===== config.mk =====
export PLATFORM = sky130hd
export DESIGN_NAME = instr_fetch_ctrl
export DESIGN_NICKNAME = d
export VERILOG_FILES = /design/src/rtl/fetch_pkg.sv /design/src/rtl/fetch_fifo.sv /design/src/rtl/instr_fetch_ctrl.sv
export SDC_FILE = /design/constraint.sdc
export NUM_CORES = 1
export LEC_CHECK = 0
export ABC_AREA = 1
export BUFFER_PORTS_ARGS = -buffer_cell sky130_fd_sc_hd__buf_2
export CORE_MARGIN = 2
export CORE_UTILIZATION = 31
export DETAILED_ROUTE_END_ITERATION = 8
export PLACE_DENSITY = 0.48
export SKIP_CTS_REPAIR_TIMING = 1
export SLEW_MARGIN = 20
export SYNTH_ARGS = -nofsm -noshare
export SYNTH_HDL_FRONTEND = slang
export SYNTH_SLANG_ARGS = --single-unit

===== constraint.sdc =====
create_clock -name clk -period 2.9 [get_ports clk]
set_input_delay 0.29 -clock clk [delete_from_list [all_inputs] [get_ports clk]]
set_output_delay 0.29 -clock clk [all_outputs]
set_load 0.005 [all_outputs]

===== src/rtl/fetch_pkg.sv =====
// fetch_pkg: shared types and widths for the instruction fetch controller.
//   ADDR_W        - PC / ROM address width
//   INSTR_W       - instruction width
//   fetch_state_t - fetch sequencer states
//   fetch_entry_t - one prefetch FIFO entry: instruction plus the PC it came from
package fetch_pkg;

    localparam int ADDR_W  = 15;
    localparam int INSTR_W = 20;

    typedef enum logic [1:0] {
        IDLE   = 2'd0,
        FETCH  = 2'd1,
        DRAIN  = 2'd2,
        HALTED = 2'd3
    } fetch_state_t;

    typedef struct packed {
        logic [INSTR_W-1:0] instr;
        logic [ADDR_W-1:0]  pc;
    } fetch_entry_t;

endpackage


===== src/rtl/fetch_fifo.sv =====
// fetch_fifo: DEPTH-entry circular prefetch buffer.
//   clk, reset - clock, asynchronous active-low reset
//   push, din  - write din at the tail (ignored when full unless popping)
//   pop        - drop the head (ignored when empty)
//   flush      - discard all entries; overrides push and pop
//   dout       - head entry, all zeros when empty
//   full/empty - occupancy flags
// The pointers carry one extra wrap bit so full and empty are told apart
// without a separate counter.
module fetch_fifo
    import fetch_pkg::*;
#(
    parameter int DEPTH = 2
) (
    input  logic         clk,
    input  logic         reset,
    input  logic         push,
    input  logic         pop,
    input  logic         flush,
    input  fetch_entry_t din,
    output fetch_entry_t dout,
    output logic         full,
    output logic         empty
);

    localparam int PTR_W = (DEPTH > 1) ? $clog2(DEPTH) : 1;
    localparam logic [PTR_W:0] PTR_ONE = {{PTR_W{1'b0}}, 1'b1};

    logic [PTR_W:0] wr_q, wr_d;
    logic [PTR_W:0] rd_q, rd_d;
    fetch_entry_t   mem_q [DEPTH];
    logic           wr_en;
    logic           rd_en;

    assign empty = (wr_q == rd_q);
    assign full  = (wr_q[PTR_W] != rd_q[PTR_W]) &&
                   (wr_q[PTR_W-1:0] == rd_q[PTR_W-1:0]);

    // A push into a full buffer is only taken together with a pop; the slot
    // written is the one being vacated, and the head is read combinationally
    // before the edge, so the popped value is never corrupted.
    assign wr_en = push && !flush && (!full || pop);
    assign rd_en = pop && !flush && !empty;

    always_comb begin
        wr_d = wr_q;
        rd_d = rd_q;
        if (flush) begin
            wr_d = '0;
            rd_d = '0;
        end else begin
            if (wr_en) wr_d = wr_q + PTR_ONE;
            if (rd_en) rd_d = rd_q + PTR_ONE;
        end
    end

    always_ff @(posedge clk or negedge reset) begin
        if (!reset) begin
            wr_q <= '0;
            rd_q <= '0;
        end else begin
            wr_q <= wr_d;
            rd_q <= rd_d;
        end
    end

    always_ff @(posedge clk or negedge reset) begin
        if (!reset) begin
            for (int i = 0; i < DEPTH; i++) mem_q[i] <= '0;
        end else if (wr_en) begin
            mem_q[wr_q[PTR_W-1:0]] <= din;
        end
    end

    assign dout = empty ? '0 : mem_q[rd_q[PTR_W-1:0]];

endmodule


===== src/rtl/instr_fetch_ctrl.sv =====
// instr_fetch_ctrl: owns the PC, drives the instruction ROM address and
// queues each ROM word into a prefetch FIFO handed to decode.
//   clk, reset         - clock, asynchronous active-low reset
//   imem_addr          - ROM address (the current PC)
//   imem_rd            - ROM data, combinational from imem_addr
//   id_valid/id_ready  - decode handshake: the head transfers on a cycle
//                        where both are high; while id_valid is high and
//                        id_ready low, id_instr/id_pc hold steady
//   id_instr, id_pc    - FIFO head instruction and its PC (zero when empty)
//   redirect_valid/pc  - taken branch: flush the FIFO and load a new PC
//   halt_req           - level request to stop fetching and drain
//   halted             - fetch parked with an empty FIFO
//   dbg_state          - current sequencer state
module instr_fetch_ctrl
    import fetch_pkg::*;
#(
    parameter int                DEPTH  = 2,
    parameter logic [ADDR_W-1:0] RST_PC = '0
) (
    input  logic               clk,
    input  logic               reset,
    output logic [ADDR_W-1:0]  imem_addr,
    input  logic [INSTR_W-1:0] imem_rd,
    output logic               id_valid,
    output logic [INSTR_W-1:0] id_instr,
    output logic [ADDR_W-1:0]  id_pc,
    input  logic               id_ready,
    input  logic               redirect_valid,
    input  logic [ADDR_W-1:0]  redirect_pc,
    input  logic               halt_req,
    output logic               halted,
    output fetch_state_t       dbg_state
);

    fetch_state_t      state_q, state_d;
    logic [ADDR_W-1:0] pc_q, pc_d;

    logic         fifo_full;
    logic         fifo_empty;
    logic         push;
    logic         pop;
    logic         redir_act;
    fetch_entry_t head;
    fetch_entry_t wr_entry;

    // Redirect wins over everything outside IDLE and suppresses both the
    // pop and the push of that cycle.
    assign redir_act = redirect_valid && (state_q != IDLE);
    assign pop       = !fifo_empty && id_ready && !redir_act;
    assign push      = (state_q == FETCH) && (!fifo_full || pop) && !redir_act;

    assign wr_entry.instr = imem_rd;
    assign wr_entry.pc    = pc_q;

    fetch_fifo #(
        .DEPTH (DEPTH)
    ) u_fifo (
        .clk   (clk),
        .reset (reset),
        .push  (push),
        .pop   (pop),
        .flush (redir_act),
        .din   (wr_entry),
        .dout  (head),
        .full  (fifo_full),
        .empty (fifo_empty)
    );

    always_comb begin
        state_d = state_q;
        pc_d    = pc_q;
        if (redir_act) begin
            pc_d = redirect_pc;
        end else if (push) begin
            pc_d = pc_q + ADDR_W'(1);
        end
        case (state_q)
            IDLE: state_d = FETCH;
            FETCH: begin
                if (redir_act)     state_d = halt_req ? HALTED : FETCH;
                else if (halt_req) state_d = DRAIN;
            end
            DRAIN: begin
                if (redir_act)       state_d = halt_req ? HALTED : FETCH;
                else if (fifo_empty) state_d = HALTED;
            end
            HALTED: begin
                if (redir_act) state_d = halt_req ? HALTED : FETCH;
            end
            default: state_d = IDLE;
        endcase
    end

    always_ff @(posedge clk or negedge reset) begin
        if (!reset) begin
            state_q <= IDLE;
            pc_q    <= RST_PC;
        end else begin
            state_q <= state_d;
            pc_q    <= pc_d;
        end
    end

    assign imem_addr = pc_q;
    assign id_valid  = !fifo_empty;
    assign id_instr  = head.instr;
    assign id_pc     = head.pc;
    assign halted    = (state_q == HALTED);
    assign dbg_state = state_q;

endmodule

# After elaboration in Yosys (flattened, before gate mapping)
# Index checks and enable logic that the tools add are counted.
# word_totals
reg_bits	91
inputBits	40
output_inout_bits	54
wordCells	66
# op_classes
n_addsub	3
n_lt_le_gt_ge	3
n_eq_ne	9
n_mux	20
bitwise	2
reduce_logical	21
# ops
op	n
two-way mux 35 bit	5
bitwise mux 70 bit	1
demux 35 bit (select 1 bit)	1
two-way mux 15 bit	2
two-way mux 2 bit	10
adder 15 x 1 -> 15 bit, second input constant	1
logical AND 1 bit	11
one-hot mux 2 bit (4 select lines)	1
nonzero test 2 bit	4
adder 2 x 1 -> 2 bit, second input constant	2
== test 2 bit, second input constant	2
greater-or-equal comparator 2 bit, second input constant	2
NOT 1 -> 2 bit	2
logical NOT 1 bit	3
!= test 3 x 1 -> 1 bit, second input constant	1
!= test 3 x 2 -> 1 bit, second input constant	1
AND reduction 3 bit	1
== test 2 x 1 -> 1 bit, second input constant	1
== test 2 bit	1
logical NOT 2 bit	1
less-than comparator 2 x 1 -> 1 bit, second input constant	1
!= test 2 x 1 -> 1 bit, second input constant	1
== test 1 bit	1
logical OR 1 bit	1
!= test 1 bit	1

# Longest topological paths before layout
# depth
word_depth	11
mapped_depth	11
mapped_depth_nobuf	9

# Cells and area by module
# A second synthesis with hierarchy kept.
# unflattened
cells_unflattened	637
hier_area_um2	4785.8
# modules_own_cells
mod	n_inst	cells_each	area_per_inst_um2	seq_area_each_um2
fetch_fifo	1	465	3608.5	1851.8
instr_fetch_ctrl	1	172	1177.4	425.4

# Least setup slack after synthesis
# No wires, ideal clock.
# synth_timing
path_kind	register -> register
startpoint	register state_q[0] (netlist: dbg_state[0])
endpoint	register u_fifo.mem_q[12] (netlist name)
setup_time_ps	122
arrival_ps	1492
required_time_ps	2778
slack_ps	1287
stages_incl_launch_ff	11
path_buffers	2
synth_period_minus_slack_ps	1613
path_cell_list	dfrtp_1 > nor2_1 > nor2_4 > nor2_2 > nor2_1 > nor2_1 > buf_4 > nand2_2 > buf_2 > nand2_1 > o21ai_1
# synth_between
elab_chain_cells	9
elab_cells_between_ends	10
classes_between	eq/ne: 1; reduce/logical: 9
# synth_rtl
element	line	text
from (decl)	instr_fetch_ctrl.sv:35	fetch_state_t state_q, state_d;
from (signal assigned)	instr_fetch_ctrl.sv:99	state_q <= state_d;
nonzero test 2 bit	instr_fetch_ctrl.sv:48	assign redir_act = redirect_valid && (state_q != IDLE);
logical AND 1 bit	instr_fetch_ctrl.sv:48	
logical NOT 1 bit	fetch_fifo.sv:42, instr_fetch_ctrl.sv:49, instr_fetch_ctrl.sv:50	
logical AND 1 bit	instr_fetch_ctrl.sv:49	assign pop = !fifo_empty && id_ready && !redir_act;
logical OR 1 bit	fetch_fifo.sv:42, instr_fetch_ctrl.sv:50	
logical AND 1 bit (2 in a row)	instr_fetch_ctrl.sv:50	assign push = (state_q == FETCH) && (!fifo_full || pop) && !redir_act;
logical AND 1 bit	fetch_fifo.sv:42	assign wr_en = push && !flush && (!full || pop);
logical AND 1 bit *	fetch_fifo.sv:42	
to (signal, indexed assignment)	fetch_fifo.sv:71	mem_q[wr_q[PTR_W-1:0]] <= din;
to (decl)	fetch_fifo.sv:31	fetch_entry_t mem_q [DEPTH];
# Every way passes the cells marked *; elsewhere a longest branch is shown, timed or not.
# A chain may end at the register's enable or synchronous reset.

# Worst setup path in the final report
# layout_timing
startpoint	register u_fifo.wr_q[1]
endpoint	output port id_pc[6]
# layout_between
elab_chain_cells	2
# layout_rtl
element	line	text
from (decl)	fetch_fifo.sv:29	logic [PTR_W:0] wr_q, wr_d;
from (signal assigned)	fetch_fifo.sv:62	wr_q <= wr_d;
== test 2 bit	fetch_fifo.sv:35	assign empty = (wr_q == rd_q);
two-way mux 35 bit	fetch_fifo.sv:75	assign dout = empty ? '0 : mem_q[rd_q[PTR_W-1:0]];
to (decl)	instr_fetch_ctrl.sv:26	output logic [ADDR_W-1:0] id_pc,
# Every way passes these cells.

==> impl_summary.md <==
Outcome
The flow ran to the end, but the final reports show violations. The final reports fail on negative hold slack.

Power and ir drop
Per report_power, the clock group accounts for 21.0% of the total. The switching power is 0.00229 W. The total power divided by cell area is 1040 mW/mm2. IR analysis of the VDD net gives a maximum drop of 0.000346 V. Registers are responsible for 39.9% of the overall power. Combinational logic burns 39.1% of the power. The total leakage power is 2.75 nW.

Net switching is 40.9% of the power. The internal power of the cells totals 0.00331 W.

Clock tree
The number of sinks handled by clock tree synthesis is 91. The clock input transition at the sequential cells of the worst setup and hold paths is 0.07 ns. The clock root buffer is clkbuf_16. The depth of the CTS H-tree is 3.

For the worst-skew pair, the clock arrives at the later sink with an insertion delay of 0.35 ns. The number of clock buffers added by TritonCTS is 9. The TritonCTS clock tree is done. Counting along the longest clock path gives a buffer depth of 2.

Yosys
Counting flops and latches in the post-synthesis netlist gives 91. By area, the combinational part of the netlist is dominated by simple AND/OR/NAND/NOR gates. The synthesized-area fraction occupied by xor and xnor cells is 1.59%. The post-synthesis adder-cell area fraction is 0.284%. Of the post-synthesis cell area, the part taken by muxes is 0%. Counting every net in the synthesized netlist gives 619.

The count of mapped cells out of synthesis is 578. The synthesized-area fraction occupied by ao, oa, aoi and oai cells is 14.7%. The warning count from the yosys run is 0. Of the total synthesized cell area, the portion taken by AND, OR, NAND and NOR gates is 24.6%.

After synthesis, the netlist uses 26 different library cells. In this run the mean area of a mapped cell was 7.62 um2. The summed instance area of the synthesized netlist is 0.00440 mm2. Sequential cells were found to cover 51.7% of the synthesized design area.

Timing
Dividing the final minimum period by the clock period gives 82.5%. After layout, the minimum clock period comes to 2.39 ns. For the final routed database, the setup TNS stands at 0 ns. Setup repair after global routing left no endpoint under its margin. The hold violation total from the final report is 14.

Derived from the worst setup path, the maximum achievable clock frequency is 418 MHz. The max-slew violation count was 0. For the pin with the worst max-slew slack, the measured transition is 0.721 ns.

Across the routed clock network, the largest skew measured is 0.00630 ns. Measured against its own limit, the worst slew margin works out to 51.9%. The final hold slack is -0.0151 ns. The final setup violation count is 0.

Critical path
STA puts the critical path data arrival time at 2.10 ns. The worst setup path is launched from a register. Data on the critical path is required at its endpoint by 2.61 ns. The critical path capture point type is an output pin. The startpoint-to-endpoint class of the critical path is reg -> out.

The largest driver fanout on the critical path is 35.

Route
The total met2 wirelength after detailed routing is 5.21 mm. The detailed-route vias per instance is 4.71. Once detail routing completed, the nets flagged for antenna violations numbered 0. After detailed routing, the average wire length per cell comes to 14.1 um. The via count is 3988. After detailed routing, the number of remaining DRC violations is 0. The topmost layer with routed signal wires is met4. The first-iteration detailed-routing DRC count is 293. In the detailed route, the total length drawn on met3 is 633 um. The detailed router put a total of 6.01 mm of wire on met1. For this run, the detailed router's first-pass iteration total came to 5. The routed wire length is 12.0 mm.

Global routing
The initial antenna violation count is 0. The global-route total usage across every layer is 16.7%. The first global-routing pass estimated 19.6 mm of wire. Entering global routing, the biggest net connects 71 pins. For this run the aggregate overflow at the end of global routing stands at 0. The number of global-route vias before repair is 3905.

Place
Once detailed placement completed, the half-perimeter wirelength came to 7.88 mm. The number of buffers inserted by port buffering is 93. The total placed instance area is 0.00508 mm2. At the end of routability-driven placement, the weighted congestion stood at 0.836.

Die
The starting utilization of the core area is 31.7%. The overall die width is 123 um. After floorplanning, the core was sized to cover 0.0139 mm2. The floorplan row count is 43. The I/O pin total is 94.

From bottom edge to top edge, the die measures 123 um. The floorplan step defined a die boundary enclosing 0.0152 mm2.

Hold path
The worst hold-check path type is in -> async.

Layout
Of the cells placed in the final design, the portion with a size suffix greater than 1 is 18.1%. In the layout the commonest cells are nand2_1, buf_2, dfrtp_1. The number of fill cells is 1504.

The final layout contains 704 nets. Leaving out fill and tap cells, the most frequent cell in the layout is nand2_1. The number of antenna cells inserted is 0. The area growth from synthesis to layout is 22.1%. The final design instance area without fill is 0.00538 mm2.

Run
Across the run, the number of max-cap violations was 0.
## cell families (layout without fill, tap and decap cells)
| logic type | count (synthesis) | count (layout) |
|---|---|---|
| flip-flops | 91 | 91 |
| adder cells (fa/ha/maj) | 1 | 1 |
| AND/OR/NAND/NOR | 274 | 274 |
| XOR/XNOR | 8 | 8 |
| buffers and inverters | 79 | 168 |
| AO/OA/AOI/OAI | 125 | 125 |
## power by group through the flow
stage | clock (W) | combinational (W) | sequential, W
3_3_place_gp | 0 | 0.00219 | 0.00224
3_5_place_dp | 0 | 0.00222 | 0.00225
4_1_cts | 0.00122 | 0.00224 | 0.00223
2_1_floorplan | 0 | 0.00137 | 0.00216
5_1_grt | 0.00127 | 0.00255 | 0.00231
6_report | 0.00118 | 0.00219 | 0.00224
## per-layer routing
metal	global-route usage [%]	up-vias
met1	23.3	1865
met3	4.66	10
met4	4.40	0
li1	-	2009
met5	0	-
met2	25.6	104
## per-stage QoR
stage / hold WS [ns] / setup WS, ns / power (W) / util (%) / std cells
2_1_floorplan: -0.00559 / 1.29 / 0.00353 / - / 578
3_3_place_gp: 0.399 / 0.899 / 0.00443 / 36.6 / 832
3_5_place_dp: 0.399 / 0.836 / 0.00447 / 36.6 / 832
4_1_cts: 0.0183 / 0.528 / 0.00568 / 38.7 / 847
5_1_grt: 0.0408 / 0.354 / 0.00613 / 38.7 / 847
6_report: -0.0151 / 0.506 / 0.00561 / 38.7 / 847
## cells in the mapped netlist
| cell | n | share of area [%] |
|---|---|---|
| o21ai_0 | 44 | 5.0 |
| nand4_1 | 3 | 0.43 |
| nand2_2 | 1 | 0.14 |
| o21bai_1 | 1 | 0.17 |
| a21boi_0 | 5 | 0.85 |
| clkbuf_1 | 18 | 1.5 |
| xor2_1 | 6 | 1.2 |
| ha_1 | 1 | 0.28 |
| inv_1 | 49 | 4.2 |
| xnor2_1 | 2 | 0.40 |
| nor2_4 | 1 | 0.26 |
| nor2_2 | 1 | 0.14 |
| dfrtp_1 | 91 | 52 |
| nand2_1 | 224 | 19 |
| nand3_1 | 26 | 3.0 |
| or2_2 | 1 | 0.14 |
| clkinv_1 | 2 | 0.17 |
| o2111ai_1 | 1 | 0.20 |
| o21ai_1 | 37 | 4.2 |
| o31ai_1 | 1 | 0.17 |
| nor2_1 | 17 | 1.4 |
| buf_4 | 1 | 0.17 |
| a21oi_1 | 35 | 4.0 |
| buf_1 | 1 | 0.085 |
| o211ai_1 | 1 | 0.17 |
| buf_2 | 8 | 0.91 |
## area by class of cell
cell class / instances / area, um2 / area share [%]
multi-input combinational: 408 / 1820 / 33.8
sequential: 91 / 2280 / 42.4
tap: 180 / 225 / 4.19
inverter: 51 / 191 / 3.56
clock inverter: 5 / 62.6 / 1.16
clock buffer: 10 / 229 / 4.26
timing repair buffer: 102 / 573 / 10.7
## worst max-delay path, stage by stage (launching register included)
cell	delay, ns
dfrtp_1	0.41
inv_1	0.08
nand2_1	0.06
nand2_1	0.09
inv_1	0.04
nand2_1	0.24
clkinv_1	0.10
buf_4	0.27
a21oi_1	0.28
buf_2	0.17
## state kept, by name (all words and copies together) (netlist names)
signal and count:
dbg_state 2, imem_addr 15, u_fifo.mem_q 70, u_fifo.rd_q 2, u_fifo.wr_q 2
## final timing paths
check                                       from          endpoint  slack, ns  depth (start not counted)
max in group asynchronous                  reset      imem_addr[5]       2.24                          2
worst max-delay path              u_fifo.wr_q[1]          id_pc[6]       0.51                          9
worst min register to register  u_fifo.mem_q[46]  u_fifo.mem_q[46]       0.49                          2
worst min-delay path                       reset  u_fifo.mem_q[17]      -0.02                          1
worst max register to register      dbg_state[0]  u_fifo.mem_q[53]       0.85                          9
min in group clk                  redirect_pc[9]      imem_addr[9]       0.17                          3
(Power assumes the default switching activity.)
